$ cat src/rtl/sm3_permutation_pipe.sv
// sm3_permutation_pipe
// Elastic valid/ready pipeline that applies the SM3 permutation to one word
// per cycle. Mode 0 computes P0(X) = X ^ rotl(X,9) ^ rotl(X,17) and mode 1
// computes P1(X) = X ^ rotl(X,15) ^ rotl(X,23). The mode is chosen per word.
// The permutation is evaluated combinationally at the input. The result then
// travels through DEPTH register stages together with its mode tag.
// Word bit 0 is the MSB, so ports and internal words use [0:WIDTH-1].

module sm3_permutation_pipe #(
    parameter int WIDTH    = 32,
    parameter int P0_ROT_A = 9,
    parameter int P0_ROT_B = 17,
    parameter int P1_ROT_A = 15,
    parameter int P1_ROT_B = 23,
    parameter int DEPTH    = 2
) (
    input  logic             clk,
    input  logic             rst_n,
    input  logic             in_valid,
    output logic             in_ready,
    input  logic             in_mode,
    input  logic [0:WIDTH-1] in_X,
    output logic             out_valid,
    input  logic             out_ready,
    output logic [0:WIDTH-1] out_result,
    output logic             out_mode,
    output logic             busy,
    output logic [15:0]      word_count
);

    // Rotation amounts reduced modulo the word width. A reduced amount of 0
    // makes the rotation an identity.
    localparam int ROT0A = P0_ROT_A % WIDTH;
    localparam int ROT0B = P0_ROT_B % WIDTH;
    localparam int ROT1A = P1_ROT_A % WIDTH;
    localparam int ROT1B = P1_ROT_B % WIDTH;

    // Left rotation on an MSB-first word: output bit i takes input bit
    // (i + n) mod WIDTH. With n = 0 this is a plain copy, so no zero-width
    // slice is ever needed.
    function automatic logic [0:WIDTH-1] rotl(input logic [0:WIDTH-1] x,
                                              input int               n);
        logic [0:WIDTH-1] r;
        r = '0;
        for (int i = 0; i < WIDTH; i++) begin
            r[i] = x[(i + n) % WIDTH];
        end
        return r;
    endfunction

    logic [0:WIDTH-1] perm;
    logic [DEPTH-1:0] v;
    logic [DEPTH-1:0] adv;
    logic [DEPTH-1:0] can_load;
    logic [0:WIDTH-1] data [DEPTH];
    logic             tag  [DEPTH];
    logic             full;
    logic             out_fire;

    // Permute the incoming word with the rotation pair that its mode selects.
    always_comb begin
        perm = '0;
        if (in_mode) begin
            perm = in_X ^ rotl(in_X, ROT1A) ^ rotl(in_X, ROT1B);
        end else begin
            perm = in_X ^ rotl(in_X, ROT0A) ^ rotl(in_X, ROT0B);
        end
    end

    // Backward ready chain. Stage k can load when some stage from k to the
    // output is empty, or when the consumer is taking a word (then the whole
    // chain shifts). Stage k advances when it is valid and its successor can
    // load. The chain is built with a running "all full" accumulator so that
    // no vector bit depends on another bit of the same vector.
    always_comb begin
        adv      = '0;
        can_load = '0;
        full     = 1'b1;
        for (int k = DEPTH - 1; k >= 0; k--) begin
            adv[k]      = v[k] & (out_ready | ~full);
            full        = full & v[k];
            can_load[k] = out_ready | ~full;
        end
    end

    assign in_ready = can_load[0];

    // Stage registers. Stage 0 captures the permuted word on an input
    // handshake. Each later stage captures its predecessor's word when that
    // predecessor advances. A stage that loads and drains in the same cycle
    // stays valid and holds the new word.
    always_ff @(posedge clk or negedge rst_n) begin
        if (!rst_n) begin
            v <= '0;
            for (int k = 0; k < DEPTH; k++) begin
                data[k] <= '0;
                tag[k]  <= 1'b0;
            end
        end else begin
            if (can_load[0]) begin
                v[0] <= in_valid;
                if (in_valid) begin
                    data[0] <= perm;
                    tag[0]  <= in_mode;
                end
            end
            for (int k = 1; k < DEPTH; k++) begin
                if (can_load[k]) begin
                    v[k] <= adv[k-1];
                    if (adv[k-1]) begin
                        data[k] <= data[k-1];
                        tag[k]  <= tag[k-1];
                    end
                end
            end
        end
    end

    assign out_fire = v[DEPTH-1] & out_ready;

    // Count delivered results. The counter wraps naturally at 16 bits.
    always_ff @(posedge clk or negedge rst_n) begin
        if (!rst_n) begin
            word_count <= '0;
        end else if (out_fire) begin
            word_count <= word_count + 16'd1;
        end
    end

    assign out_valid  = v[DEPTH-1];
    assign out_result = data[DEPTH-1];
    assign out_mode   = tag[DEPTH-1];
    assign busy       = |v;

endmodule

$ cat config.mk
export PLATFORM = sky130hd
export DESIGN_NAME = sm3_permutation_pipe
export DESIGN_NICKNAME = d
export VERILOG_FILES = /design/src/rtl/sm3_permutation_pipe.sv
export SDC_FILE = /design/constraint.sdc
export NUM_CORES = 1
export LEC_CHECK = 0
export ABC_AREA = 1
export CORE_ASPECT_RATIO = 1.2
export CORE_MARGIN = 4
export CORE_UTILIZATION = 30
export DETAILED_ROUTE_END_ITERATION = 12
export SYNTH_ARGS = -nofsm -noshare
export SYNTH_HDL_FRONTEND = slang
export SYNTH_SLANG_ARGS = --single-unit
$ cat constraint.sdc
create_clock -name clk -period 1.3 [get_ports clk]
set_input_delay 0.13 -clock clk [delete_from_list [all_inputs] [get_ports clk]]
set_output_delay 0.13 -clock clk [all_outputs]
set_load 0.01 [all_outputs]
==> flow_summary.yaml <==
status:
  status: "finished, violations left"
  violations: "negative setup slack"
die:
  die_w_um: 130
  num_rows: 53
  die_y_um: 154
  initial_core_util_pct: 30.5
  die-area_mm2: 0.0199
  core_mm2: 0.0174
  boundaryPins: 89
timing:
  grt_setup_unrepaired: "true"
  tns_ns: -1.06
  slew-limit-headroom_pct: 81.4
  period_needed_ns: 1.35
  max_freq_ghz: 0.741
  setup_slack_ns: -0.0489
  slew_violations: 0
  fin_crit_sh_pct: 104
  skew_ns: 0.00837
  tightest_slew_ns: 0.277
  hold_viol: 0
  fin_hold_ws_ns: 0.202
  setup_viol: 39
finish:
  fillers: 1769
  drive_gt1_share_pct: 21.4
  fin_util_pct: 43.5
  stdcell_area_mm2: 0.00759
  diodes: 0
  area_growth_syn_to_layout_pct: 42.9
  nNetsFinal: 921
setup_path:
  arrival_ns: 1.57
  cp-end-kind: "flop"
  crit_type: "flop to flop"
  reg2reg_setup_slack_ns: -0.05
  cp.required_ns: 1.52
  reg2reg_to: "out_result[21]"
  r2r_start: "v[1]"
  cp_max_fo: 14
  worstSetupStartpointType: "flop"
  worstRegToRegCells: 5
grt:
  grt_antenna_before_repair: 0
  grt_max_degree: 36
  grt_pass1_vias: 5043
  grt_overflow: 0
  grt_first_pass_wirelength_um: 25600
  grt_usage_pct: 16.1
power:
  pwr_density_cell_mw_per_mm2: 1340
  leakage_nw: 4.01
  vdd_drop_max_uv: 708
yosys:
  yosysMostFrequentCell: "nand2_1"
  avgSynthCellArea_um2: 7.27
  ys_types: 29
  yosysSeqAreaShare_pct: 39.5
  synth_area_leaders: "dfrtp_1 40%, nand2_1 20%, nand3_1 17%"
  ys_warn_count: 0
  synth_common_cells: "287 x nand2_1, 180 x nand3_1, 84 x dfrtp_1, 50 x inv_1, 32 x buf_4"
  synthArstFlopShare_pct: 100
  netlist_area_mm2: 0.00532
  synth_flop_cell: "dfrtp_1"
  synth-edff-count: 0
  synth_top_cell_by_area: "dfrtp_1"
  syn_inst: 731
  synth_fp_nets: 769
  ys_ff_latch: 84
  synth_top_area_share_pct: 39.5
placed_design:
  portBuffers: 88
  pre_cts_ws_ns: -0.224
  dpl-instance-area_mm2: 0.00688
  gp_congestion: 0.880
  hpwl_um: 12200
clock_network:
  ctsRootBufferMaster: "clkbuf_16"
  cts_tree: "built"
  cts_sinks: 84
  h-tree-depth: 3
  cts_buffers: 9
  clkLatencyLatePin_ns: 0.35
  cts.reportedPaths.clkPinSlew_ns: 0.07
  clockBufferDepth: 2
route:
  wire_per_inst_um: 14.5
  vias_per_cell: 4.82
  drt-initial-drc-count: 306
  first_pass_iters: 5
  drc: 0
  vias: 5346
  drt-total-wl_um: 16100
  drtAntennaViolNets: 0
job:
  maxCapViolations: 0
min_path:
  hold_path_class: "input pin to async pin"
[metrics by stage]
stage               total power, mW  std cells
floorplan                      5.71        731
global placement               7.12       1080
detailed placement             7.18       1080
CTS                            9.94       1107
global route                   10.8       1108
finish                         10.2       1108
[area by class of cell]
type	instances	area (µm²)	share of cell area [%]
timing repair buffer	191	1730	22.7
clock buffer	9	225	2.97
tap	220	275	3.62
inverter	54	208	2.73
clock inverter	7	108	1.42
multi-input combinational	543	2950	38.8
sequential	84	2100	27.7
[power breakdown]
part	leakage [nW]	internal [mW]	switching, mW
registers	1.03	3.29	0.406
clock network	0.160	1.72	1.14
logic	2.82	1.86	1.76
[cells by family (layout without fill, tap and decap cells)]
logic type               count (synthesis)  count (layout)  share of synthesized area (%)
AND/OR/NAND/NOR                        493             493                           40.6
buffers and inverters                  104             261                           10.4
flip-flops                              84              84                           39.5
multiplexers                            32              32                           6.78
XOR/XNOR                                11              11                           1.81
AO/OA/AOI/OAI                            6               6                          0.659
adder cells (fa/ha/maj)                  1               1                          0.235
[what timing repair did]
action | CTS | global route
pin swaps | 3 | 15
resized for setup | 64 | 73
setup endpoints to repair | 56 | 76
endpoints found under the hold margin | 84 | 0
gates cloned | 2 | 0
buffers inserted | 8 | 1
hold buffers | 1 | 0
[registers in the layout (all words and copies together) (netlist names)]
name and count:
out_mode 1, data 32, word_count 16, v 2, out_result 32, tag 1
[critical path: stages, from the launching register on]
cell and delay, ns:
dfrtp_2 0.44, buf_6 0.13, nand2_4 0.08, nand2_8 0.10, buf_12 0.17, mux2_1 0.30
[placed cells by master, fill, tap and decap left out, types with 3 or more instances in the layout]
cell / count
nand2_1: 285
nand3_1: 160
buf_4: 86
dfrtp_1: 82
inv_1: 50
dlygate4sd2_1: 47
clkdlybuf4s50_1: 35
mux2_4: 17
nand3_2: 16
mux2_1: 11
buf_6: 10
clkbuf_16: 9
xor2_1: 7
nor2_4: 6
buf_12: 6
nand3_4: 5
xnor2_1: 4
mux2_2: 4
nor2_1: 4
nand4_1: 4
clkbuf_2: 4
nand2_8: 3
[how the worst max path moves through the flow]
stage                     startpoint        endpoint  slack [ns]  cells after the start
final                           v[1]  out_result[21]       -0.05                      5
after global routing            v[1]   out_result[5]       -0.08                      5
after CTS                       v[1]  out_result[13]       -0.12                      5
after detailed placement   out_ready  word_count[12]       -0.22                      7
after global placement     out_ready   word_count[9]       -0.19                      9
after floorplan                 v[1]  out_result[10]        0.05                      4
[metal layers]
metal | wire (µm) | global-route usage, %
met1 | 7040 | 20.6
met2 | 7850 | 26.8
met3 | 829 | 3.23
met4 | 340 | 5.89
met5 | 0 | 0
Note: power is estimated with default switching activity, not from simulation.
